$ cat src/rtl/vga_timing_out.sv
// 640x480@60 VGA raster timing: pixel/line counters, frame strobe and counter,
// and a registered 8-bit pin word carrying syncs plus blank-gated 2-bit colour.
module vga_timing_out #(
   parameter int H_VISIBLE = 640,
   parameter int H_FRONT   = 16,
   parameter int H_SYNC    = 96,
   parameter int H_BACK    = 48,
   parameter int V_VISIBLE = 480,
   parameter int V_FRONT   = 10,
   parameter int V_SYNC    = 2,
   parameter int V_BACK    = 33
) (
   input  logic       clk,
   input  logic       rst_n,
   input  logic       pix_en,
   input  logic [5:0] rgb_in,
   output logic [9:0] x,
   output logic [9:0] y,
   output logic       display_on,
   output logic       next_frame,
   output logic [7:0] frame_count,
   output logic [7:0] vga_out
);

   localparam logic [9:0] H_VIS     = 10'(H_VISIBLE);
   localparam logic [9:0] H_SYNC_LO = 10'(H_VISIBLE + H_FRONT);
   localparam logic [9:0] H_SYNC_HI = 10'(H_VISIBLE + H_FRONT + H_SYNC - 1);
   localparam logic [9:0] H_LAST    = 10'(H_VISIBLE + H_FRONT + H_SYNC + H_BACK - 1);
   localparam logic [9:0] V_VIS     = 10'(V_VISIBLE);
   localparam logic [9:0] V_SYNC_LO = 10'(V_VISIBLE + V_FRONT);
   localparam logic [9:0] V_SYNC_HI = 10'(V_VISIBLE + V_FRONT + V_SYNC - 1);
   localparam logic [9:0] V_LAST    = 10'(V_VISIBLE + V_FRONT + V_SYNC + V_BACK - 1);

   localparam logic [7:0] PINS_IDLE = 8'b1000_1000;

   logic [9:0] h_q, h_d;
   logic [9:0] v_q, v_d;
   logic [7:0] frame_q, frame_d;
   logic [7:0] vga_q, vga_d;

   logic       h_last, v_last;
   logic       hsync, vsync;
   logic [5:0] rgb_m;

   always_ff @(posedge clk or negedge rst_n) begin
      if (!rst_n) begin
         h_q     <= '0;
         v_q     <= '0;
         frame_q <= '0;
         vga_q   <= PINS_IDLE;
      end else begin
         h_q     <= h_d;
         v_q     <= v_d;
         frame_q <= frame_d;
         vga_q   <= vga_d;
      end
   end

   // >= rather than == so a corrupted counter still falls back into range
   assign h_last = (h_q >= H_LAST);
   assign v_last = (v_q >= V_LAST);

   always_comb begin
      h_d = h_q;
      v_d = v_q;
      if (pix_en) begin
         if (h_last) begin
            h_d = '0;
            v_d = v_last ? 10'd0 : v_q + 10'd1;
         end else begin
            h_d = h_q + 10'd1;
         end
      end
   end

   assign next_frame = pix_en && (h_q == 10'd0) && (v_q == V_VIS);

   always_comb begin
      frame_d = frame_q;
      if (next_frame) frame_d = frame_q + 8'd1;
   end

   assign display_on = (h_q < H_VIS) && (v_q < V_VIS);
   assign hsync      = !((h_q >= H_SYNC_LO) && (h_q <= H_SYNC_HI));
   assign vsync      = !((v_q >= V_SYNC_LO) && (v_q <= V_SYNC_HI));
   assign rgb_m      = display_on ? rgb_in : 6'd0;

   // rgb_in is {R1,R0,G1,G0,B1,B0}; pins want LSBs in the upper nibble
   always_comb begin
      vga_d = {hsync, rgb_m[0], rgb_m[2], rgb_m[4],
               vsync, rgb_m[1], rgb_m[3], rgb_m[5]};
   end

   assign x           = h_q;
   assign y           = v_q;
   assign frame_count = frame_q;
   assign vga_out     = vga_q;

endmodule

$ cat config.mk
export PLATFORM = sky130hd
export DESIGN_NAME = vga_timing_out
export DESIGN_NICKNAME = d
export VERILOG_FILES = /design/src/rtl/vga_timing_out.sv
export SDC_FILE = /design/constraint.sdc
export NUM_CORES = 1
export LEC_CHECK = 0
export ABC_AREA = 1
export CELL_PAD_IN_SITES_DETAIL_PLACEMENT = 0
export CELL_PAD_IN_SITES_GLOBAL_PLACEMENT = 1
export CORE_ASPECT_RATIO = 1.25
export CORE_UTILIZATION = 38
export DETAILED_ROUTE_END_ITERATION = 10
export MAX_ROUTING_LAYER = met4
export PLACE_DENSITY = 0.88
export REMOVE_ABC_BUFFERS = 1
export SLEW_MARGIN = 20
export SYNTH_ARGS = -nofsm -noshare
export SYNTH_HDL_FRONTEND = slang
export SYNTH_SLANG_ARGS = --single-unit
$ cat constraint.sdc
create_clock -name clk -period 2.35 [get_ports clk]
set_clock_uncertainty 0.15 [all_clocks]
set_input_delay 0.705 -clock clk [delete_from_list [all_inputs] [get_ports clk]]
set_output_delay 0.705 -clock clk [all_outputs]
set_load 0.01 [all_outputs]
==> results of run 1 <==
## final cells by class
cell class,instances,area (um2),share of cell area [%]
multi-input cells,212,1031,34.71
flip-flops and latches,36,903.4,30.41
repair buffers,79,699.4,23.55
inverters,45,168.9,5.687
clock buffers,8,90.09,3.033
well taps,62,77.57,2.612
## worst max-delay path by stage
stage	from	end	slack, ns	cells after the start
after floorplan	y[0]$_DFFE_PN0P_	next_frame	0.39	6
after global placement	pix_en	next_frame	-0.64	6
after detailed placement	pix_en	next_frame	-0.66	6
after CTS	x[0]$_DFFE_PN0P_	next_frame	-0.06	7
after global routing	y[1]$_DFFE_PN0P_	next_frame	-0.03	7
final	y[1]$_DFFE_PN0P_	next_frame	0.08	7
## power by group
| group | internal (W) | switching, W |
|---|---|---|
| registers | 0.000682 | 0.0000355 |
| logic | 0.000293 | 0.000287 |
| clock network | 0.000239 | 0.000224 |
## critical path, cell delays in order (launching register included)
cell and delay (ns):
dfrtp_1 0.38, inv_1 0.07, ha_2 0.18, nand4_1 0.08, nor2_1 0.11, nand3_1 0.11, inv_1 0.09, buf_6 0.10
## stage by stage
stage	utilization [%]	power (W)	area, um2
floorplan	-	0.0009771	2076
global placement	55.05	0.001284	2856
detailed placement	55.05	0.001292	2856
finish	57.25	0.001761	2970
CTS	56.98	0.001758	2957
global route	57.25	0.001880	2970
## layer usage
metal  up-vias  wire length [um]  GRT usage, %
met2        38              2465         33.16
met4         0                73         6.629
met5         -                 0             -
met3         6               163         4.570
met1       942              2386         27.20
li1       1072                 -             -
## cells in the final DEF (no fill, tap or decap), types with 2 or more instances in the layout
cell type        instances
clkbuf_8                 6
nand4_1                  5
nor2_4                   2
buf_4                   33
nor3_1                   3
inv_1                   40
xor2_1                   6
nand2_2                  2
nor2_1                  39
o21bai_1                 2
dfrtp_1                 34
clkbuf_1                 2
nand3_1                 20
nand2_1                103
o21ai_0                 14
inv_2                    5
ha_1                     3
dfstp_2                  2
nand3_4                  2
clkdlybuf4s50_1         42
nor2_2                   5
## cells by family (layout without fill, tap and decap cells)
kind of cell,Yosys count,after routing,synth area share [%]
AOI/OAI and AO/OA,17,17,4.335
xor gates and xnor gates,7,7,2.910
and+or+nand+nor,183,183,37.41
DFF,36,36,42.87
adders and majority gates,5,5,2.969
buffers and inverters,49,132,9.501
## sequential cells by signal (all words and copies together) (netlist names)
name	cells
x	10
vga_out	8
y	10
frame_count	8
## what timing repair did
action | CTS | global route
pin swaps | 0 | 4
gates resized for setup | 9 | 11
endpoints found under the setup margin | 2 | 2
hold endpoints to repair | 0 | 0
==> flow_metrics.tcl, run 1 <==
set metrics [dict create \
    status "complete, no violations" \
    gp_routability_congestion 0.8133 \
    slew_viol_final 0 \
    dieHeight_um 85.26 \
    via_count 2058 \
    postCtsSetupRepairBufs 0 \
    routedWlPerCell_um 11.51 \
    grt_pass1_vias 2048 \
    ys_seq_area_share_pct 42.87 \
    start_util_pct 40.61 \
    cts_buffers 5 \
    yosysUniqueCellTypes 23 \
    synth_top_cells_by_count "103 x nand2_1, 43 x inv_1, 42 x nor2_1" \
    vdd_drop_max_v 0.0004313 \
    hold_buffers 0 \
    ff2ff_path_depth 8 \
    drc 0 \
    vias_per_cell 4.656 \
    worstPathArrival_ns 1.42 \
    period_needed_ns 2.273 \
    regToRegSetupSlack_ns 0.72 \
    hp-class "input pin to asynchronous set/reset pin" \
    first_pass_iters 4 \
    power_density_nw_per_um2 592.9 \
    routed_wirelength_mm 5.089 \
    async_flop_share_pct 100.0 \
    rsz0062_at_grt "true" \
    track_usage_pct 21.32 \
    place_hpwl_mm 3.837 \
    antenna_found_initial 0 \
    drive_above_1_share_pct 16.84 \
    antennaDiodeCount 0 \
    max_slew_margin_pct 69.73 \
    maxCapViolations 0 \
    fin_cells 442 \
    synth-edff-count 0 \
    timing.fmax_mhz 439.9 \
    r2r_start "x[1]$_DFFE_PN0P_" \
    io_pins 47 \
    h-tree-depth 2 \
    crit_fanout 2 \
    tightest_slew_ns 0.4540 \
    yosysMostFrequentCell "nand2_1" \
    fp.dieW_um 68.60 \
    root_buffer "clkbuf_8" \
    clockBufferDepth 2 \
    grt_max_degree 37 \
    dp_slack_ns -0.6580 \
    clock_latency_ns 0.29 \
    r2r-end "y[4]$_DFFE_PN0P_" \
    grt_pass1_wl_mm 9.177 \
    hold_viol_final 0 \
    setup_viol 0 \
    port_buffers 46 \
    cts.clk_slew.worst_paths_ns 0.08 \
    grt_overflow 0 \
    crit_type "flop to output pin" \
    startpoint_type "flop" \
    end_kind "output pin" \
    finalWorstSetupSlack_ns 0.07692 \
    final_antenna_net_count 0 \
    layout.nets 393 \
    yosys_warnings 0 \
    yosysTopAreaCell "dfrtp_1" \
    row_count 29 \
    die_area_um2 5848 \
    nFillCells 520 \
    dp_cells 434 \
    post_synth.cell_area_avg_um2 7.094 \
    clock-sinks 36 \
    synth_cells 297 \
    drtIter0Drc 85 \
    post-route-period-util_pct 96.73 \
    synth_seq_cells 36 \
    yosysTopAreaCellShare_pct 40.38 \
    worst_hold_slack_ns 0.2893 \
    ys.flop_type "dfrtp_1" \
    cp_data_required_time_ns 1.49 \
    synth_area_leaders "dfrtp_1 40%, nand2_1 18%, inv_1 7.7%, nor2_1 7.5%, nand3_1 4.8%" \
    cts_tree "built" \
    tns_ns 0 \
    syn2layout_area_growth_pct 40.97 \
    power_leakage_nw 1.500 \
    core_area_um2 5189 \
    synth.cell_area_um2 2107 \
]
(Power assumes the default switching activity.)
==> run 2, diff against run 1 <==
--- a/config.mk
+++ b/config.mk
@@ -14,6 +14,7 @@
 export MAX_ROUTING_LAYER = met4
 export PLACE_DENSITY = 0.88
 export REMOVE_ABC_BUFFERS = 1
+export SKIP_CTS_REPAIR_TIMING = 1
 export SLEW_MARGIN = 20
 export SYNTH_ARGS = -nofsm -noshare
 export SYNTH_HDL_FRONTEND = slang
==> flow_metrics.tcl, run 2 (synthesis results as in run 1) <==
set metrics [dict create \
    status "complete, no violations" \
    final_antenna_net_count 0 \
    dieHeight_um 85.26 \
    routedWlPerCell_um 11.55 \
    vdd_drop_max_v 0.0004312 \
    dp_slack_ns -0.6580 \
    max_stage_delay_ns 0.53 \
    die_area_um2 5848 \
    layout.nets 393 \
    drtIter0Drc 98 \
    crit_fanout 6 \
    h-tree-depth 2 \
    io_pins 47 \
    period_needed_ns 2.273 \
    hold_viol_final 0 \
    via_count 2060 \
    antennaDiodeCount 0 \
    worstPathArrival_ns 1.42 \
    syn2layout_area_growth_pct 41.33 \
    regToRegSetupSlack_ns 0.72 \
    antenna_found_initial 0 \
    cts.clk_slew.worst_paths_ns 0.08 \
    rsz0062_at_grt "true" \
    crit_chain "buf_4 -> clkdlybuf4s50_1" \
    post-route-period-util_pct 96.74 \
    netSwitchingFraction_pct 31.10 \
    fp.dieW_um 68.60 \
    grt_max_degree 37 \
    comb_power_share_pct 32.9 \
    final_cell_mix "103 x nand2_1, 42 x clkdlybuf4s50_1, 40 x inv_1, 40 x nor2_1, 34 x dfrtp_1" \
    cts_buffers 5 \
    slew_viol_final 0 \
    tightest_slew_ns 0.4563 \
    port_buffers 46 \
    seq_power_share_pct 40.7 \
    row_count 29 \
    nFillCells 517 \
    p_sw_w 0.0005483 \
    max_slew_margin_pct 69.58 \
    core_area_um2 5189 \
    clock_latency_ns 0.30 \
    dp_cells 434 \
    grt_pass1_wl_mm 9.170 \
    crit_type "flop to output pin" \
    timing.fmax_mhz 439.9 \
    multi_input_area_um2 1028 \
    cp_data_required_time_ns 1.49 \
    maxCapViolations 0 \
    cts_tree "built" \
    power_frac_clock_pct 26.4 \
    layout_commonest_cell "nand2_1" \
    place_hpwl_mm 3.837 \
    grt_pass1_vias 2052 \
    power_leakage_nw 1.508 \
    setup_viol 0 \
    hp-class "input pin to asynchronous set/reset pin" \
    first_pass_iters 4 \
    critPathSlowestCell "clkdlybuf4s50_1" \
    gp_routability_congestion 0.8133 \
    end_kind "output pin" \
    clockBufferDepth 2 \
    root_buffer "clkbuf_8" \
    track_usage_pct 21.32 \
    start_util_pct 40.61 \
    drive_above_1_share_pct 16.32 \
    finalWorstSetupSlack_ns 0.07669 \
    startpoint_type "flop" \
    seq_area_um2 903.4 \
    fin_cells 442 \
    intPower_w 0.001215 \
    routed_wirelength_mm 5.103 \
    drc 0 \
    clock-sinks 36 \
    grt_overflow 0 \
    power_density_nw_per_um2 592.0 \
    vias_per_cell 4.661 \
]
[run 2: cell type report]
type / instances / area share (%)
clock buffer: 8 / 3.025
inverter: 45 / 5.672
multi-input combinational: 212 / 34.54
sequential: 36 / 30.34
tap: 62 / 2.605
timing repair buffer: 79 / 23.82
[run 2: critical path, delay by kind of cell, from the launching register on]
family	cells	cell delay [ns]
buffers and inverters	2	0.70
DFF	1	0.44
[run 2: power groups by stage]
stage	Sequential, W	Clock, W	Combinational (W)
finish	0.000717	0.000465	0.000580
global route	0.000725	0.000504	0.000652
CTS	0.000714	0.000472	0.000572
detailed placement	0.000725	0	0.000567
global placement	0.000723	0	0.000561
floorplan	0.000802	0	0.000175
[run 2: final timing paths]
kind	endpoint	depth (start not counted)	from
max reg2reg	y[4]$_DFFE_PN0P_	8	x[1]$_DFFE_PN0P_
max in group asynchronous	vga_out[7]$_DFF_PN1_	2	rst_n
min reg2reg	frame_count[1]$_DFFE_PN0P_	2	frame_count[1]$_DFFE_PN0P_
min in group clk	frame_count[1]$_DFFE_PN0P_	2	frame_count[1]$_DFFE_PN0P_
max	y[5]	2	y[5]$_DFFE_PN0P_
min	frame_count[4]$_DFFE_PN0P_	2	rst_n
[run 2: metal layers]
metal | global-route usage [%] | wire [um] | up-vias
li1 | - | - | 1072
met1 | 27.11 | 2396 | 946
met2 | 33.24 | 2478 | 36
met3 | 4.570 | 158 | 6
met4 | 6.629 | 70 | 0
met5 | - | 0 | -
[run 2: per-stage QoR]
stage / power [W] / instance area [um2] / utilization, % / setup TNS, ns / hold slack [ns]
2_1_floorplan: 0.0009771 / 2076 / - / 0 / 0.2594
3_3_place_gp: 0.001284 / 2856 / 55.05 / -0.6401 / 0.3548
3_5_place_dp: 0.001292 / 2856 / 55.05 / -0.6580 / 0.3849
4_1_cts: 0.001758 / 2947 / 56.79 / -0.9589 / 0.3132
5_1_grt: 0.001880 / 2978 / 57.39 / -0.03328 / 0.3467
6_report: 0.001763 / 2978 / 57.39 / 0 / 0.2901
